`src/rtl/sng_pkg.sv`:
```
`default_nettype none
// ============================================================================
// Module      : sng_pkg
// Description : Shared types and LFSR tap table for the stochastic number
//               generator.
// Revision    : 1.0 - initial release
// ============================================================================
package sng_pkg;

    typedef enum logic [1:0] {
        IDLE = 2'd0,
        RUN  = 2'd1,
        DONE = 2'd2
    } state_t;

    // Fibonacci feedback masks, bit n-1 set for polynomial term x^n.
    function automatic logic [15:0] lfsr_taps(input int width);
        case (width)
            4:       lfsr_taps = 16'h000C;
            5:       lfsr_taps = 16'h0014;
            6:       lfsr_taps = 16'h0030;
            7:       lfsr_taps = 16'h0060;
            8:       lfsr_taps = 16'h00B8;
            9:       lfsr_taps = 16'h0110;
            10:      lfsr_taps = 16'h0240;
            11:      lfsr_taps = 16'h0500;
            12:      lfsr_taps = 16'h0829;
            13:      lfsr_taps = 16'h100D;
            14:      lfsr_taps = 16'h2015;
            15:      lfsr_taps = 16'h6000;
            16:      lfsr_taps = 16'hD008;
            default: lfsr_taps = 16'h0000;
        endcase
    endfunction

endpackage
`default_nettype wire

```
`src/rtl/sng_lfsr.sv`:
```
`default_nettype none
// ============================================================================
// Module      : sng_lfsr
// Description : Maximal-length Fibonacci LFSR, period 2^WIDTH-1, with reload.
// Revision    : 1.0 - initial release
// ============================================================================
module sng_lfsr
    import sng_pkg::*;
#(
    parameter int               WIDTH = 8,
    parameter logic [WIDTH-1:0] SEED  = {{(WIDTH-1){1'b0}}, 1'b1}
) (
    input  logic             clk,
    input  logic             rst,
    input  logic             load,
    input  logic             en,
    output logic [WIDTH-1:0] q
);

    localparam logic [15:0]      c_TAPS16 = lfsr_taps(WIDTH);
    localparam logic [WIDTH-1:0] c_TAPS   = c_TAPS16[WIDTH-1:0];

    logic [WIDTH-1:0] lfsr_q;
    logic [WIDTH-1:0] lfsr_d;

    always_comb begin
        lfsr_d = lfsr_q;
        if (load) begin
            lfsr_d = SEED;
        end else if (en) begin
            lfsr_d = {lfsr_q[WIDTH-2:0], ^(lfsr_q & c_TAPS)};
        end
    end

    always_ff @(posedge clk or negedge rst) begin
        if (!rst) begin
            lfsr_q <= SEED;
        end else begin
            lfsr_q <= lfsr_d;
        end
    end

    assign q = lfsr_q;

endmodule
`default_nettype wire

```
`src/rtl/sng_stream.sv`:
```
`default_nettype none
// ============================================================================
// Module      : sng_stream
// Description : Converts a latched operand into a 2^WIDTH-bit unipolar stream
//               whose popcount equals the operand (counter or LFSR source).
// Revision    : 1.0 - initial release
// ============================================================================
module sng_stream
    import sng_pkg::*;
#(
    parameter int               WIDTH = 8,
    parameter logic [WIDTH-1:0] SEED  = {{(WIDTH-1){1'b0}}, 1'b1}
) (
    input  logic             clk,
    input  logic             rst,
    input  logic             start,
    input  logic             mode,
    input  logic [WIDTH-1:0] value,
    output logic             bit_out,
    output logic             bit_valid,
    output logic             busy,
    output logic             done
);

    localparam logic [15:0]      c_TAPS16 = lfsr_taps(WIDTH);
    localparam logic [WIDTH-1:0] c_TAPS   = c_TAPS16[WIDTH-1:0];
    localparam logic [WIDTH-1:0] c_LAST   = '1;

    state_t           state_q, state_d;
    logic [WIDTH-1:0] idx_q, idx_d;
    logic [WIDTH-1:0] val_q, val_d;
    logic             mode_q, mode_d;
    logic             bit_q, bit_d;
    logic             valid_q, valid_d;
    logic             busy_q, busy_d;
    logic             done_q, done_d;

    logic [WIDTH-1:0] w_lfsr;
    logic [WIDTH-1:0] w_lfsr_nx;
    logic [WIDTH-1:0] w_idx_nx;
    logic [WIDTH-1:0] w_src0;
    logic [WIDTH-1:0] w_src_nx;
    logic             w_accept;
    logic             w_run;

    assign w_run    = (state_q == RUN);
    assign w_accept = start && !w_run;

    sng_lfsr #(
        .WIDTH (WIDTH),
        .SEED  (SEED)
    ) u_lfsr (
        .clk  (clk),
        .rst  (rst),
        .load (w_accept),
        .en   (w_run),
        .q    (w_lfsr)
    );

    // Outputs are registered, so each edge computes the bit for the following
    // index: the LFSR successor is evaluated here one step ahead of u_lfsr.
    assign w_lfsr_nx = {w_lfsr[WIDTH-2:0], ^(w_lfsr & c_TAPS)};
    assign w_idx_nx  = idx_q + 1'b1;
    assign w_src0    = mode ? (SEED - 1'b1) : '0;
    assign w_src_nx  = !mode_q              ? w_idx_nx :
                       (w_idx_nx == c_LAST) ? c_LAST   :
                                              (w_lfsr_nx - 1'b1);

    always_comb begin
        state_d = state_q;
        idx_d   = idx_q;
        val_d   = val_q;
        mode_d  = mode_q;
        bit_d   = 1'b0;
        case (state_q)
            RUN: begin
                idx_d = w_idx_nx;
                if (idx_q == c_LAST) begin
                    state_d = DONE;
                end else begin
                    bit_d = (w_src_nx < val_q);
                end
            end
            default: begin
                state_d = IDLE;
                if (start) begin
                    state_d = RUN;
                    idx_d   = '0;
                    val_d   = value;
                    mode_d  = mode;
                    bit_d   = (w_src0 < value);
                end
            end
        endcase
        valid_d = (state_d == RUN);
        busy_d  = (state_d == RUN);
        done_d  = (state_d == DONE);
    end

    always_ff @(posedge clk or negedge rst) begin
        if (!rst) begin
            state_q <= IDLE;
            idx_q   <= '0;
            val_q   <= '0;
            mode_q  <= 1'b0;
            bit_q   <= 1'b0;
            valid_q <= 1'b0;
            busy_q  <= 1'b0;
            done_q  <= 1'b0;
        end else begin
            state_q <= state_d;
            idx_q   <= idx_d;
            val_q   <= val_d;
            mode_q  <= mode_d;
            bit_q   <= bit_d;
            valid_q <= valid_d;
            busy_q  <= busy_d;
            done_q  <= done_d;
        end
    end

    assign bit_out   = bit_q;
    assign bit_valid = valid_q;
    assign busy      = busy_q;
    assign done      = done_q;

endmodule
`default_nettype wire

```
`config.mk`:
```
export PLATFORM = sky130hd
export DESIGN_NAME = sng_stream
export DESIGN_NICKNAME = d
export VERILOG_FILES = /design/src/rtl/sng_pkg.sv /design/src/rtl/sng_lfsr.sv /design/src/rtl/sng_stream.sv
export SDC_FILE = /design/constraint.sdc
export NUM_CORES = 1
export LEC_CHECK = 0
export ABC_AREA = 1
export CORE_ASPECT_RATIO = 0.5
export CORE_MARGIN = 2
export CORE_UTILIZATION = 27
export CTS_BUF_LIST = sky130_fd_sc_hd__clkbuf_4
export DETAILED_ROUTE_END_ITERATION = 8
export PLACE_DENSITY = 0.41
export SYNTH_ARGS = -nofsm -noshare
export SYNTH_HDL_FRONTEND = slang
export SYNTH_SLANG_ARGS = --single-unit
```
`constraint.sdc`:
```
create_clock -name clk -period 4.6 [get_ports clk]
set_input_delay 0.46 -clock clk [delete_from_list [all_inputs] [get_ports clk]]
set_output_delay 0.46 -clock clk [all_outputs]
set_load 0.005 [all_outputs]
```
==> flow_summary.json <==
{
  "outcome": "finished clean",
  "cp.arrival_ps": 3230,
  "synth_common_cells": "nand2_1 (39), inv_1 (38), dfrtp_1 (29), nor2_1 (21), a21oi_1 (17)",
  "first_pass_iters": 4,
  "required_ps": 4880,
  "fin_crit_sh_pct": 64.29,
  "die_h_um": 60.59,
  "syn_nets": 239,
  "io_pins": 16,
  "remaining_drc_errors": 0,
  "synth_top_cell_by_area": "dfrtp_1",
  "cts_sinks": 30,
  "syn2layout_area_growth_pct": 16.86,
  "power_density_nw_per_um2": 670.8,
  "ys_warn_count": 0,
  "clock-root-buffer": "clkbuf_4",
  "synth.top_cell.area_share_pct": 41.97,
  "fin_ws_ps": 1643,
  "fmax_mhz": 338.2,
  "netlist_instances": 216,
  "die_area_sq_um": 7100,
  "synth_top_flop_cell": "dfrtp_1",
  "yosysSeqAreaShare_pct": 43.49,
  "place_ws_ps": 1680,
  "dr_total_vias": 1430,
  "antenna_found_initial": 0,
  "diodes": 0,
  "core_sq_um": 6131,
  "path_class": "reg2reg",
  "track_usage_pct": 13.02,
  "hpwlAfterDp_um": 2925,
  "die_w_um": 117.2,
  "p_leak_uw": 0.0009900,
  "cts.clk_slew.worst_paths_ps": 110,
  "ys_types": 29,
  "multi_input_area_sq_um": 800.8,
  "rsz0062_at_grt": "false",
  "reg2reg_slack_ps": 1640,
  "setup_viol": 0,
  "avgSynthCellArea_sq_um": 8.005,
  "cp-end-kind": "flop",
  "drt-wirelength-per-cell_um": 12.63,
  "cts_buffer_depth": 2,
  "path_cells": "inv_1 > ha_1 > xnor2_1 > xor2_1 > inv_1 > ha_1 > nand3_1 > nor2_1 > inv_1 > o21ai_0 > a32oi_1 > ha_1 > nand2_1 > o21ai_0 > nor3_1 > nand2_1 > nand2_1",
  "yosysMostFrequentCell": "nand2_1",
  "crit_cells": 17,
  "wl_um": 4068,
  "max_stage_delay_ps": 400,
  "hold_buffers": 0,
  "ant_nets": 0,
  "ff2ff_path_depth": 17,
  "synth-edff-count": 0,
  "post_cts_buffers": 0,
  "async_flop_share_pct": 100.0,
  "worst_pin_slew_ps": 702.8,
  "grt_max_degree": 31,
  "cts_max_level": 2,
  "rr_endpoint": "bit_out$_DFF_PN0_",
  "r2r-start": "u_lfsr.q[4]$_DFFE_PN0P_",
  "hold_path.class": "in2async",
  "critPathSlowestCell": "dfrtp_1",
  "row_count": 20,
  "gp_congestion": 0.8233,
  "critPathLaunchType": "flop",
  "viasPerCell": 4.441,
  "layout-drive-gt1-share_pct": 8.120,
  "synth_seq_cells": 30,
  "grt_pass1_wl_um": 6755,
  "grt_pass1_vias": 1379,
  "drv_slew": 0,
  "finalNetCount": 256,
  "post-route-cell-area_sq_um": 2021,
  "fillers": 668,
  "skew_ps": 10.27,
  "area.sequential_sq_um": 752.0,
  "netlist_top_cells_area": "dfrtp_1 (42%), nand2_1 (8.5%), inv_1 (8.2%), ha_1 (8.0%), a21oi_1 (4.9%)",
  "cts_resized": 0,
  "drv_cap": 0,
  "cp_top_family": "adder cells",
  "finalCriticalPeriod_ps": 2957,
  "cts_tree": "built",
  "initial_utilization_pct": 28.20,
  "setup_tns_ps": 0,
  "place_area_sq_um": 1967,
  "globalRoute.totalOverflow": 0,
  "worstPathMaxFanout": 5,
  "cp_num_buf_inv": 3,
  "port_buffers": 15,
  "insertion_delay_ps": 330,
  "numCtsBuffers": 5,
  "drt_iter0_drc": 83,
  "relSlewSlack_pct": 53.09,
  "vdd_ir_drop_max_mv": 0.2100,
  "hold_viol_final": 0,
  "netlist_area_sq_um": 1729
}
-- routing by layer --
layer | global-route usage, % | share of wire [%]
met1 | 18.60 | 56
met2 | 18.64 | 39
met3 | 3.696 | 4.5
met4 | 5.210 | 1.3
met5 | 0 | 0
-- kinds of logic (layout without fill, tap and decap cells) --
group	Yosys count	after routing	share of synthesized area [%]
multiplexers	1	1	0.6512
XOR/XNOR	2	2	1.013
AND/OR/NAND/NOR	81	81	21.13
AO/OA/AOI/OAI	46	46	15.56
buffers and inverters	45	63	10.20
adder cells (fa/ha/maj)	11	11	7.959
flip-flops	30	30	43.49
-- sequential cells by signal (all words and copies together), names as in the netlist --
name and count:
idx_q 8, u_lfsr.q 8, val_q 8, state_q 2
bit_out 1, busy 1, done 1, mode_q 1
-- final cells by class --
class / count / share of cell area [%]
clock buffer: 6 / 2.229
inverter: 39 / 7.245
tap: 88 / 5.449
timing repair buffer: 16 / 7.802
clock inverter: 2 / 0.4334
multi-input combinational: 141 / 39.63
sequential: 30 / 37.21
-- how the worst max path moves through the flow --
stage                                        from           endpoint
after floorplan           u_lfsr.q[4]$_DFFE_PN0P_  bit_out$_DFF_PN0_
after global placement    u_lfsr.q[4]$_DFFE_PN0P_  bit_out$_DFF_PN0_
after detailed placement  u_lfsr.q[4]$_DFFE_PN0P_  bit_out$_DFF_PN0_
after CTS                 u_lfsr.q[4]$_DFFE_PN0P_  bit_out$_DFF_PN0_
after global routing      u_lfsr.q[4]$_DFFE_PN0P_  bit_out$_DFF_PN0_
final                     u_lfsr.q[4]$_DFFE_PN0P_  bit_out$_DFF_PN0_
-- power by group --
part / internal (uW) / switching, uW / total [uW]
registers: 377 / 80.6 / 458
logic: 294 / 444 / 738
clock network: 63.3 / 96.4 / 160
-- through the flow --
step	utilization [%]	total power, uW	hold slack, ps	std cells
after floorplan	-	1021	164.4	216
after global placement	32.08	1203	497.4	314
after detailed placement	32.08	1202	498.7	314
after CTS	32.96	1375	521.2	322
after global routing	32.96	1527	539.1	322
final	32.96	1356	508.6	322
-- placed cells by master (no fill, tap or decap), drive strengths merged --
master and n:
o22ai 12, nor3 1, dfrtp 29, nor4 2, o21ai 8, dfstp 1, a22oi 2, nand3 8
mux2 1, inv 39, nand4 3, xnor2 1, a32oi 3, nor2 24, a21oi 17, ha 11
buf 1, clkinv 2, clkdlybuf4s50 15, xor2 1, clkbuf 6, a31oi 2, nand2 43, o21a 2
No activity file was read; power rests on OpenSTA's default activity.
==> variant, RTL diff (config.mk and constraints unchanged) <==
The 3 states of `state_t` get a one-hot encoding in 3 bits.
--- a/src/rtl/sng_pkg.sv
+++ b/src/rtl/sng_pkg.sv
@@ -9,6 +9,6 @@
 
-    typedef enum logic [1:0] {
-        IDLE = 2'd0,
-        RUN  = 2'd1,
-        DONE = 2'd2
+    typedef enum logic [2:0] {
+        IDLE = 3'b001,
+        RUN  = 3'b010,
+        DONE = 3'b100
     } state_t;
Function: no difference found for any inputs over 10 cycles, from zero or initial values and one cycle with rst low; not proved beyond that.
==> variant against the original RTL <==
Synthesized cell count rose by 4.6%. Maximum frequency is 0.75% lower. Wire length decreased by 0.32%. Non-clock buffer count unchanged. Setup slack lost 0.022 ns. Sequential power is 4.6% lower. Global-route usage down 0.28 points. Via count is 1.8% higher. Area after synthesis grew 3.3%. Sequential cell count increased by 1. Critical path depth unchanged. Critical path type unchanged. Power is 9.0% lower. Clock skew increased by 0.0048 ns. Design area up 2.9%. Highest routed layer unchanged. Largest power group unchanged.
==> variant: results (changes against the original RTL) <==
Top post-synthesis cells by area: dfrtp_1, inv_1, nand2_1 (was dfrtp_1, nand2_1, inv_1)
Routability Congestion: 0.810 (was 0.823)
WP data arrival: 3.27 ns (was 3.23 ns)
Ys flop type: dfrtp_1 (unchanged)
Detail Placement HPWL: 2960 microns (was 2930 microns)
FF-to-FF setup slack: 1.62 ns (was 1.64 ns)
CTS Buffer Depth: 2 (unchanged)
GRT Total Usage: 12.7% (was 13.0%)
Post-synth top cells: inv_1, nand2_1, dfrtp_1 (was nand2_1, inv_1, dfrtp_1)
CP max FO: 5 (unchanged)
Vias in the first global route: 1459 (was 1379)
Sequential area share after synthesis: 43.6% (was 43.5%)
Largest net degree at the start of global routing: 32 (was 31)
Worst clock skew: 0.0151 ns (was 0.0103 ns)
Leakage: 1.02 nW (was 0.990 nW)
H-tree depth: 2 (unchanged)
VDD IR-drop max: 0.135 mV (was 0.210 mV)
DRC violation total after the first TritonRoute iteration: 75 (was 83)
Syn_nets: 249 (was 239)
First-pass GRT wire length: 7040 microns (was 6760 microns)
Worst Hold Class: reg -> reg (was in -> async)
Final Net Count: 266 (was 256)
Ratio of cells with drive above 1 in the final layout: 8.20% (was 8.12%)
Status: complete, no violations (unchanged)
Least-Margin Pin Slew: 0.671 ns (was 0.703 ns)
Internal: 691 uW (was 735 uW)
Via-to-Cell Ratio: 4.39 (was 4.44)
Fillers: 690 (was 668)
-- variant: cell count changes after synthesis, sizes merged, moves of 2 or more --
cell,change
nand2,+8
nor2,-8
a21oi,-7
inv,+7
o21ai,+7
nor3,+3
nor4,-2
-- variant: layout make-up --
type | instances | share of cell area [%]
Multi-Input combinational cell | 143 | 38.8
Sequential cell | 31 | 37.4
Inverter | 46 | 8.30
Timing Repair Buffer | 16 | 7.58
Tap cell | 88 | 5.29
Clock buffer | 6 | 2.17
Clock inverter | 2 | 0.421
-- variant: cell families after synthesis --
logic type | after synthesis | synth area share [%]
adders and majority gates | 11 | 7.71
buffers and inverters | 52 | 11.2
and+or+nand+nor | 83 | 21.1
DFF | 31 | 43.6
xor gates and xnor gates | 2 | 0.981
AOI/OAI and AO/OA | 47 | 15.4
-- variant: metrics by stage --
stage	cell area, sq um	utilization, %	setup WS, ns	cells	power (mW)
after global routing	2080	33.4	1.23	332	1.39
final	2080	33.4	1.62	332	1.23
after CTS	2080	33.4	1.62	332	1.26
after floorplan	1790	-	2.00	226	0.921
after global placement	2030	32.5	1.77	324	1.08
after detailed placement	2030	32.5	1.65	324	1.09
-- variant: power by group through the flow --
stage | logic [mW] | clock network (mW) | registers (mW)
3_3_place_gp | 0.640 | 0 | 0.443
4_1_cts | 0.649 | 0.170 | 0.437
6_report | 0.639 | 0.158 | 0.437
5_1_grt | 0.753 | 0.182 | 0.452
3_5_place_dp | 0.647 | 0 | 0.441
2_1_floorplan | 0.498 | 0 | 0.423
-- variant: worst min-delay path by stage --
stage	from	endpoint	slack, ns	depth (start not counted)
finish	val_q[5]	val_q[5]	0.50	2
global route	val_q[1]	val_q[1]	0.52	2
global placement	val_q[5]	val_q[5]	0.47	2
floorplan	rst	bit_out	0.16	0
CTS	val_q[2]	val_q[2]	0.50	2
detailed placement	val_q[5]	val_q[5]	0.48	2
-- variant: worst max-delay path: stages, from the launching register on --
cell and delay [ns]:
dfrtp_1 0.40, inv_1 0.14, ha_1 0.26, xnor2_1 0.23
xor2_1 0.30, inv_1 0.11, ha_1 0.23, nand3_1 0.11
nor2_1 0.06, inv_1 0.07, o21ai_0 0.08, a32oi_1 0.20
ha_1 0.25, nand2_1 0.07, o21ai_0 0.08, nor3_1 0.18
nand2_1 0.09, nand2_1 0.06
-- variant: metal layers --
metal / GRT usage (%) / vias up / part of all wire [%]
met5: 0 / - / 0
met2: 20.0 / 29 / 40
met1: 17.3 / 658 / 54
li1: - / 765 / -
met3: 3.15 / 4 / 4.5
met4: 5.10 / 0 / 1.2
